[config.mk]
export PLATFORM = sky130hd
export DESIGN_NAME = pe_xbar_cfg_seq
export DESIGN_NICKNAME = d
export VERILOG_FILES = /design/src/rtl/pe_xbar_cfg_seq.sv
export SDC_FILE = /design/constraint.sdc
export NUM_CORES = 1
export LEC_CHECK = 0
export ABC_AREA = 1
export CAP_MARGIN = 30
export CORE_MARGIN = 2
export CORE_UTILIZATION = 50
export DETAILED_ROUTE_END_ITERATION = 10
export PLACE_DENSITY = 0.7
export SETUP_SLACK_MARGIN = 0.5
export SYNTH_ARGS = -nofsm -noshare
export SYNTH_HDL_FRONTEND = slang
export SYNTH_SLANG_ARGS = --single-unit
[constraint.sdc]
create_clock -name clk -period 2.7 [get_ports clk]
set_input_delay 0.54 -clock clk [delete_from_list [all_inputs] [get_ports clk]]
set_output_delay 0.54 -clock clk [all_outputs]
set_load 0.05 [all_outputs]
[src/rtl/pe_xbar_cfg_seq.sv]
// Crossbar switch-context sequencer: stores CTX_DEPTH switch words and replays
// contexts 0..ctx_last for loop_num passes. Optional selector check: PE_XBAR_SEL_CHECK_EN.
module pe_xbar_cfg_seq #(
  parameter int unsigned CTX_DEPTH = 8,
  parameter int unsigned CTX_AW    = 3,
  parameter int unsigned SW_W      = 12
) (
  input  logic              clk,
  input  logic              rst_n,
  input  logic              cfg_we,
  input  logic [CTX_AW-1:0] cfg_addr,
  input  logic [SW_W-1:0]   cfg_data,
  input  logic [CTX_AW-1:0] ctx_last,
  input  logic [7:0]        loop_num,
  input  logic              start,
  input  logic              stall,
  output logic [SW_W-1:0]   switch,
  output logic [CTX_AW-1:0] ctx_idx,
  output logic              busy,
  output logic              done,
  output logic              err
);

  localparam int unsigned LOOP_W = 8;

  typedef enum logic [1:0] {IDLE, RUN, DONE} state_t;

  state_t              state, state_d;
  logic [SW_W-1:0]     ctx_mem [CTX_DEPTH];
  logic [CTX_AW-1:0]   last_q, last_d;
  logic [LOOP_W-1:0]   loop_q, loop_d;
  logic [LOOP_W-1:0]   pass_q, pass_d;
  logic [SW_W-1:0]     switch_d;
  logic [CTX_AW-1:0]   idx_d;
  logic [CTX_AW-1:0]   idx_inc;
  logic                busy_d, done_d, err_d;
  logic                wr_en;
  logic                sel_ok;

`ifdef PE_XBAR_SEL_CHECK_EN
  localparam int unsigned NSEL = SW_W / 3;

  // Every 3-bit selector must name N, S, W, E or LSU (codes 0..4).
  function automatic logic sel_legal(input logic [SW_W-1:0] w);
    logic ok;
    ok = 1'b1;
    for (int i = 0; i < int'(NSEL); i++) begin
      if (w[3*i +: 3] > 3'd4) ok = 1'b0;
    end
    return ok;
  endfunction

  assign sel_ok = sel_legal(cfg_data);
`else
  assign sel_ok = 1'b1;
`endif

  assign idx_inc = CTX_AW'(ctx_idx + 1'b1);

  // Next-state and next-output logic.
  always_comb begin
    state_d  = state;
    switch_d = switch;
    idx_d    = ctx_idx;
    pass_d   = pass_q;
    last_d   = last_q;
    loop_d   = loop_q;
    busy_d   = busy;
    done_d   = 1'b0;
    err_d    = err;
    wr_en    = 1'b0;
    case (state)
      IDLE: begin
        switch_d = '0;
        idx_d    = '0;
        busy_d   = 1'b0;
        if (start) begin
          state_d  = RUN;
          last_d   = ctx_last;
          loop_d   = (loop_num == 8'd0) ? 8'd0 : LOOP_W'(loop_num - 8'd1);
          pass_d   = '0;
          switch_d = ctx_mem[0];
          busy_d   = 1'b1;
          err_d    = 1'b0;
        end
        // A rejected write in the same cycle as start still flags err.
        if (cfg_we) begin
          if (sel_ok) wr_en = 1'b1;
          else        err_d = 1'b1;
        end
      end
      RUN: begin
        if (!stall) begin
          if (ctx_idx != last_q) begin
            idx_d    = idx_inc;
            switch_d = ctx_mem[idx_inc];
          end else if (pass_q != loop_q) begin
            idx_d    = '0;
            switch_d = ctx_mem[0];
            pass_d   = LOOP_W'(pass_q + 8'd1);
          end else begin
            state_d  = DONE;
            idx_d    = '0;
            switch_d = '0;
            busy_d   = 1'b0;
            done_d   = 1'b1;
          end
        end
      end
      DONE: begin
        state_d  = IDLE;
        switch_d = '0;
        idx_d    = '0;
        busy_d   = 1'b0;
      end
      default: begin
        state_d  = IDLE;
        switch_d = '0;
        idx_d    = '0;
        busy_d   = 1'b0;
      end
    endcase
  end

  always_ff @(posedge clk) begin
    if (!rst_n) begin
      state   <= IDLE;
      switch  <= '0;
      ctx_idx <= '0;
      pass_q  <= '0;
      last_q  <= '0;
      loop_q  <= '0;
      busy    <= 1'b0;
      done    <= 1'b0;
      err     <= 1'b0;
    end else begin
      state   <= state_d;
      switch  <= switch_d;
      ctx_idx <= idx_d;
      pass_q  <= pass_d;
      last_q  <= last_d;
      loop_q  <= loop_d;
      busy    <= busy_d;
      done    <= done_d;
      err     <= err_d;
    end
  end

  // Context storage survives reset.
  always_ff @(posedge clk) begin
    if (wr_en) ctx_mem[cfg_addr] <= cfg_data;
  end

endmodule

Word level (Yosys, flattened, before mapping)
Memory sizes are Yosys's and may differ from the RTL's.
Index checks and enable logic that the tools add are counted.
Widths: inputs -> output; s select.
Operators by class
  add/subtract/negate cells: 3
  equality and inequality tests: 8
  muxes and demuxes: 27
  bitwise logic cells: 2
  reductions and logical operators: 9
Operator list (number)
  $mux 12: 4
  $mux 8: 5
  $pmux 12 s2: 1
  $pmux 8 s2: 1
  $ne 2x2->1 const B: 5
  $mux 1: 9
  $add 8x1->8 const B: 1
  $logic_not 8->1: 1
  $mux 2: 4
  $ne 8x8->1: 1
  $sub 8x1->8 const B: 1
  $reduce_and 5->1: 1
  $pmux 2 s2: 1
  $reduce_and 2->1: 2
  $reduce_and 4->1: 1
  $reduce_or 4->1: 1
  $add 3x1->3 const B: 1
  $mux 3: 1
  $ne 3x3->1: 1
  $reduce_and 3->1: 1
  $eq 2x1->1 const B: 1
  $logic_not 2->1: 1
  $not 1->1: 2
  $pmux 1 s2: 1
  $reduce_bool 2->1: 1
Word-level totals
  register bits: 38
  memory bits (writable): 96
  input bits: 31
  output and inout bits: 18
  word-level logic and storage cells: 58
  memories kept: 1
Memory list
  ctx_mem: words 8, width 12, rd ports 2, clocked after memory_dff 0, write ports 1, line 29  | logic [SW_W-1:0] ctx_mem [CTX_DEPTH];

Depth between registers and ports, before layout
Gate-level depths: netlist (run 1).
  word-level depth: 5
  gate-level depth with buffers: 14
  mapped depth without buffers: 14

Worst setup path before layout (run 1)
Ideal clock, no wire load.
  path kind: reg2reg
  start: reg ctx_idx[1]
  end: reg switch[9]
  library setup time: 132 ps
  data arrival time: 1840 ps
  required time: 2568 ps
  slack: 728 ps
  cell stages (with the launch flop): 12
  path buffers: 2
  period minus slack after synthesis: 1972 ps
  cell sequence: dfxtp_1 ha_1 buf_2 inv_2 buf_2 nand3_1 nand3_1 nand3_1 nand3_1 nand2_1 nand2_1 a21oi_1
On the way
  cells in the longest elaborated chain, start to end: 5
  elaborated cells on any way between the ends: 6
  those cells by class: 1 x add/sub; 1 x eq/ne; 3 x mux; 1 x memory
Ends and longest elaborated chain
  start: declaration: line 18  | output logic [CTX_AW-1:0] ctx_idx,
  start signal: assignment: line 139  | ctx_idx <= idx_d;
  $add 3x1->3: line 58  | assign idx_inc = CTX_AW'(ctx_idx + 1'b1);
  $mem_v2 8x12
  $mux 12 *: line 94  | if (ctx_idx != last_q) begin
  $mux 12 *: line 93  | if (!stall) begin
  $pmux 12 s2 *: line 72  | case (state)
  end signal: assignment: line 138  | switch <= switch_d;
  end: declaration: line 17  | output logic [SW_W-1:0] switch,
Every way passes the cells marked *; elsewhere a longest branch is shown, timed or not. The select of a mux whose other input is x is not followed.
A chain may end at the register's enable or synchronous reset.

Final worst setup path (run 1)
  start: reg switch[2]
  end: out switch[2]
No word-level cell between the ends.

==> flow_metrics.py, run 1 <==
metrics = {
    "outcome": {
        "status": "complete, no violations",
    },
    "clocking": {
        "insertion_delay_ns": 0.42,
        "clk_pin_slew_ns": 0.05,
        "hold_buffers": 0,
        "cts_buffer_depth": 2,
        "cts_tree": "yes",
        "cts_setup_buffers": 0,
        "cts_sinks": 134,
        "cts_root_buf": "clkbuf_16",
        "h-tree-depth": 4,
        "numCtsBuffers": 17,
    },
    "yosys": {
        "synth_top_cell_area_share_pct": 47.87,
        "netlist_top_cells_area": "edfxtp_1, nand2_1, dfxtp_1",
        "ys_top_cells_by_count": "nand2_1, nand3_1, edfxtp_1",
        "yosysSeqAreaShare_pct": 60.50,
        "postSynthAreaPerCell_um2": 9.351,
        "netlist_instances": 644,
        "synth.most_common_cell": "nand2_1",
        "yosysWarnings": 0,
        "netlist_area_mm2": 0.006022,
        "synthArstFlopShare_pct": 0,
        "synth_area_leader_cell": "edfxtp_1",
        "synthFlopType": "edfxtp_1",
        "synth_fp_nets": 679,
        "ys_ff_latch": 134,
        "synth-edff-count": 96,
        "ys_types": 35,
    },
    "layout": {
        "nFillCells": 989,
        "nNetsFinal": 733,
        "fin_cells": 857,
        "layout-drive-gt1-share_pct": 9.718,
        "antenna_cells": 0,
        "syn2layout_area_growth_pct": 18.78,
    },
    "worst_hold_path": {
        "whs_path_depth": 2,
        "whs_endpoint": "switch[5]",
        "min_from": "switch[5]",
        "hp-class": "reg -> reg",
    },
    "detailed_routing": {
        "drt-total-wl_um": 14240,
        "vias_per_cell": 5.386,
        "postRouteAntennaNets": 0,
        "drc": 0,
        "wl_per_cell_um": 16.62,
        "drt_iter0_drc": 397,
        "vias": 4616,
        "dr.pass1.iters": 5,
    },
    "timing": {
        "finalHoldViolations": 0,
        "fmax_mhz": 472.0,
        "worst_slack_ns": 0.5815,
        "slew_headroom_pct": 57.80,
        "final.period_utilization_pct": 78.46,
        "tightest_slew_ns": 0.6321,
        "fin_skew_ns": 0.007342,
        "slew_violations": 0,
        "timing.hold.ws_ns": 0.4702,
        "setup_tns_ns": 0,
        "rsz0062_at_grt": "false",
        "finalSetupViolCount": 0,
        "min_period_ns": 2.119,
    },
    "critical_path": {
        "worstPathBufferInverterCount": 1,
        "worst-setup-path-type": "reg -> out",
        "slowest_stage": "clkdlybuf4s50_1",
        "slowest_delay_ns": 0.81,
        "critical_path_peak_fanout": 2,
        "crit_path_end_kind": "output pin",
        "worstReg2RegEnd": "switch[10]",
        "critical-path-top-delay-family": "buffers and inverters",
        "reg2reg_depth": 12,
        "crit_path_start_kind": "flop",
        "crit_path_cell_trace": "clkdlybuf4s50_1",
        "worst_ep_required_time_ns": 2.16,
        "r2r-start": "ctx_idx[0]",
        "worst-endpoint-arrival_ns": 1.58,
        "r2r_setup_slack_ns": 0.70,
    },
    "placement": {
        "dp.cells": 826,
        "detailedPlacementHpwl_um": 9932,
        "pre_cts_ws_ns": 0.4673,
        "routabilityCongestion": 0.8653,
        "io_buffers": 47,
    },
    "power_and_ir_drop": {
        "total_power_w": 0.004947,
        "p_leak_nw": 2.787,
        "vdd_drop_max_v": 0.0004415,
        "powerDensity_mw_per_mm2": 691.6,
    },
    "global_route": {
        "grt_max_degree": 40,
        "grt_first_pass_wirelength_um": 22870,
        "antenna_found_initial": 0,
        "grt_pass1_vias": 4452,
        "track_usage_pct": 23.67,
        "gr-total-overflow": 0,
    },
    "die": {
        "dieArea_mm2": 0.01294,
        "start_util_pct": 50.77,
        "die_h_um": 113.7,
        "core_area_mm2": 0.01186,
        "row_count": 40,
        "io_pins": 49,
        "fp.dieW_um": 113.7,
    },
    "job": {
        "max-cap-violations": 0,
    },
}
registers in the layout, summed over array words and instances (netlist names):
| name | cells |
|---|---|
| busy | 1 |
| ctx_idx | 3 |
| ctx_mem | 96 |
| done | 1 |
| last_q | 3 |
| loop_q | 8 |
| pass_q | 8 |
| state | 2 |
| switch | 12 |
layer usage:
| layer | up-vias | global-route usage, % | share of wire (%) |
|---|---|---|---|
| li1 | 2260 | - | - |
| met4 | 0 | 10.49 | 2.9 |
| met5 | - | 0 | 0 |
| met3 | 28 | 5.898 | 6.6 |
| met2 | 178 | 38.84 | 49 |
| met1 | 2150 | 29.96 | 42 |
cells in the final DEF, fill, tap and decap left out, types with 2 or more instances in the layout:
cell / n
a21oi_1: 23
a2bb2oi_1: 2
buf_4: 17
clkbuf_1: 2
clkbuf_16: 17
clkdlybuf4s50_1: 44
clkinv_2: 3
clkinv_4: 3
clkinvlp_4: 4
dfxtp_1: 38
dlygate4sd2_1: 2
edfxtp_1: 96
ha_1: 4
inv_1: 28
inv_2: 8
nand2_1: 221
nand2_2: 3
nand2_4: 2
nand3_1: 103
nor2_1: 45
nor2_2: 2
nor2_4: 3
o2111ai_1: 2
o21ai_0: 8
o21ai_1: 2
xnor2_1: 4
xnor2_2: 2
xor2_1: 8
cells by family (layout without fill, tap and decap cells):
logic type                 after synthesis  after routing  synth area share (%)
and+or+nand+nor                        383            383                 27.09
other                                    1              1               0.06227
buffers and inverters                   66            132                 5.257
xor gates and xnor gates                14             14                 2.285
AOI/OAI and AO/OA                       42             42                 3.969
DFF                                    134            134                 60.50
adders and majority gates                4              4                0.8311
where the power goes:
part	internal [W]	switching [W]	total [W]	leakage, nW
clock network	0.00116	0.000847	0.00201	0.243
logic	0.000213	0.000421	0.000633	1.36
registers	0.00227	0.0000357	0.00231	1.18
area by class of cell:
type / instances / area, um2 / area share (%)
repair buffers: 64 / 605.6 / 8.466
clock buffers: 19 / 432.9 / 6.052
flip-flops and latches: 134 / 3643 / 50.94
clock inverters: 12 / 83.83 / 1.172
well taps: 147 / 183.9 / 2.571
inverters: 37 / 141.4 / 1.977
multi-input cells: 444 / 2062 / 28.83
how the worst max path moves through the flow:
stage / from / end / slack [ns] / cells after the start
CTS: switch[0] / switch[0] / 0.56 / 1
detailed placement: cfg_we / ctx_mem[2][9] / 0.47 / 6
finish: switch[2] / switch[2] / 0.58 / 1
floorplan: ctx_idx[1] / switch[9] / 0.73 / 11
global route: ctx_idx[0] / switch[10] / 0.51 / 12
global placement: cfg_we / ctx_mem[6][1] / 0.46 / 6
worst register-to-register path: stages (launching register included):
cell     delay, ns
dfxtp_1       0.38
buf_4         0.34
buf_4         0.33
nor2_1        0.08
nor2_1        0.13
o21ai_0       0.12
nand3_1       0.11
nand3_1       0.07
nand2_1       0.07
nand2_1       0.04
nand2_1       0.07
nand2_1       0.05
a21oi_1       0.12
per-stage QoR:
step	area (um2)	utilization (%)
after global routing	7153	60.31
after detailed placement	6639	55.97
after global placement	6639	55.97
after CTS	7153	60.31
after floorplan	6022	-
final	7153	60.31
timing repair:
| item | in CTS | in global routing |
|---|---|---|
| gates resized for setup | 2 | 0 |
| endpoints found under the hold margin | 0 | 0 |
| setup endpoints to repair | 2 | 0 |
(Power assumes the default switching activity.)
==> inputs of run 2 (changes only) <==
clock period = 2.1 ns   (was 2.7 ns; I/O delays follow)
==> run 2 against run 1 <==
Die area unchanged. Core utilization rose by 2.9 points. Routed wire length rose by 5.4%. Clock power rose by 47%. Register-to-register slack got worse by 0.22 ns. Count of clock-buffer cells in the layout down 2.
==> flow_metrics.py, run 2 (synthesis gave the netlist of run 1 again) <==
metrics = {
    "placement": {
        "placed_area_mm2": 0.006688,
        "io_buffers": 47,
        "routabilityCongestion": 0.8673,
        "detailedPlacementHpwl_um": 10280,
    },
    "critical_path": {
        "worst-endpoint-arrival_ns": 1.98,
        "slowest_delay_ns": 0.38,
        "crit_path_start_kind": "flop",
        "reg2reg_depth": 11,
        "worstReg2RegEnd": "switch[10]",
        "slowest_stage": "dfxtp_4",
        "r2r-start": "ctx_idx[0]",
        "r2r_setup_slack_ns": 0.48,
        "worst_ep_required_time_ns": 2.46,
        "crit_path_cell_trace": "ha_4, inv_6, nor2_2, o21ai_0, nand3_1, nand3_1, nand2_1, nand2_1, nand2_1, nand2_1, a21oi_2",
        "crit_top_cell": "nand2_1",
        "worst-setup-path-type": "reg -> reg",
        "critical_path_peak_fanout": 25,
        "crit_path_end_kind": "flop",
    },
    "power_and_ir_drop": {
        "vdd_drop_max_v": 0.0008360,
        "powerDensity_mw_per_mm2": 909.3,
        "p_leak_nw": 2.927,
    },
    "die": {
        "row_count": 40,
        "core_area_mm2": 0.01186,
        "die_h_um": 113.7,
        "dieArea_mm2": 0.01294,
        "start_util_pct": 50.77,
        "io_pins": 49,
        "fp.dieW_um": 113.7,
    },
    "clocking": {
        "cts_tree": "yes",
        "clk_pin_slew_ns": 0.06,
        "numCtsBuffers": 17,
        "cts_buffer_depth": 2,
        "insertion_delay_ns": 0.42,
        "h-tree-depth": 4,
        "cts_root_buf": "clkbuf_16",
        "cts_sinks": 134,
    },
    "global_route": {
        "antenna_found_initial": 0,
        "grt_pass1_vias": 4604,
        "gr-total-overflow": 0,
        "track_usage_pct": 24.70,
        "grt_max_degree": 50,
        "grt_first_pass_wirelength_um": 23780,
    },
    "detailed_routing": {
        "dr.pass1.iters": 5,
        "drt-total-wl_um": 15010,
        "drc": 0,
        "wl_per_cell_um": 17.24,
        "vias_per_cell": 5.388,
        "drt_iter0_drc": 499,
        "postRouteAntennaNets": 0,
        "vias": 4693,
    },
    "timing": {
        "final.period_utilization_pct": 77.24,
        "slew_violations": 0,
        "rsz0062_at_grt": "true",
        "setup_tns_ns": 0,
        "finalHoldViolations": 0,
        "fin_skew_ns": 0.005661,
        "fmax_mhz": 616.5,
        "min_period_ns": 1.622,
        "finalSetupViolCount": 0,
    },
    "layout": {
        "syn2layout_area_growth_pct": 24.45,
        "nNetsFinal": 746,
        "largest_reg_flops": 96,
        "design_area_mm2": 0.007495,
        "final_cell_mix": "nand2_1, nand3_1, edfxtp_1, nor2_1, clkdlybuf4s50_1",
        "layout_commonest_cell": "nand2_1",
        "antenna_cells": 0,
        "regMostFlops": "ctx_mem",
        "layout-drive-gt1-share_pct": 17.82,
        "largestRegisters": "ctx_mem: 96 flops, switch: 12 flops",
    },
    "worst_hold_path": {
        "whs_path_depth": 2,
        "whs_endpoint": "switch[1]",
        "hp-class": "reg -> reg",
        "min_from": "switch[1]",
    },
    "job": {
        "max-cap-violations": 0,
    },
    "outcome": {
        "status": "complete, no violations",
    },
}
[run 2: cell types whose count changed in the layout (fill, tap and decap cells not counted), sizes merged]
cell	before	now
clkinv	7	6
buf	18	35
clkbuf	19	17
dlygate4sd2	2	0
clkdlybuf4s15	0	9
inv	38	42
clkinvlp	4	3
clkdlybuf4s18	0	2
clkdlybuf4s50	44	30
bufinv	0	2
[run 2: how the worst max path moves through the flow]
stage | startpoint | endpoint | slack, ns | cells after the start
after floorplan | cfg_we | ctx_mem[6][0] | 0.41 | 3
after global placement | cfg_we | ctx_mem[4][1] | 0.09 | 6
after detailed placement | cfg_we | ctx_mem[2][0] | 0.07 | 6
after CTS | ctx_idx[2] | ctx_idx[2] | 0.44 | 1
after global routing | ctx_idx[0] | switch[10] | 0.38 | 11
final | ctx_idx[0] | switch[10] | 0.48 | 11
[run 2: through the flow]
stage / utilization, % / hold slack [ns] / cells / setup slack [ns] / power [W]
after global placement: 56.38 / 0.4530 / 831 / 0.09242 / 0.003836
after floorplan: - / 0.4579 / 644 / 0.4122 / 0.003575
after global routing: 63.19 / 0.4758 / 871 / 0.3751 / 0.007076
after detailed placement: 56.38 / 0.4537 / 831 / 0.07165 / 0.003852
final: 63.19 / 0.4634 / 871 / 0.4779 / 0.006815
after CTS: 62.08 / 0.4633 / 865 / 0.4424 / 0.006825
[run 2: final cells by class]
cell class,instances,area (um2)
Timing Repair Buffer,76,735.7
Multi-Input combinational cell,444,2162
Fill cell,984,4367
Clock buffer,17,425.4
Sequential cell,134,3660
Inverter,37,151.4
Tap cell,147,183.9
Clock inverter,15,170.2
Timing Repair inverter,1,6.256
[run 2: where the power goes]
part / total [W] / internal, W / switching, W
combinational: 0.000882 / 0.000318 / 0.000564
sequential: 0.00297 / 0.00292 / 0.0000523
clock: 0.00296 / 0.00177 / 0.00119
total: 0.00681 / 0.00501 / 0.00181
[run 2: metal layers]
metal,global-route usage (%),share of wire [%],up-vias
li1,-,-,2288
met1,29.78,39,2200
met2,42.59,51,176
met3,5.473,6.9,29
met4,11.14,3.5,0
met5,0,0,-
[run 2: what timing repair did]
| item | 4_1_cts | 5_1_grt |
|---|---|---|
| endpoints found under the hold margin | 0 | 0 |
| gates cloned | 0 | 2 |
| endpoints found under the setup margin | 29 | 120 |
| setup buffers | 2 | 4 |
| resized for setup | 59 | 46 |
| hold buffers | 0 | 0 |
| pin swaps | 1 | 4 |
[run 2: critical path: cells and delay by family (launching register included)]
family / cells / cell delay (ns)
AO/OA/AOI/OAI: 2 / 0.22
buffers and inverters: 1 / 0.09
adder cells (fa/ha/maj): 1 / 0.31
AND/OR/NAND/NOR: 7 / 0.57
flip-flops: 1 / 0.38
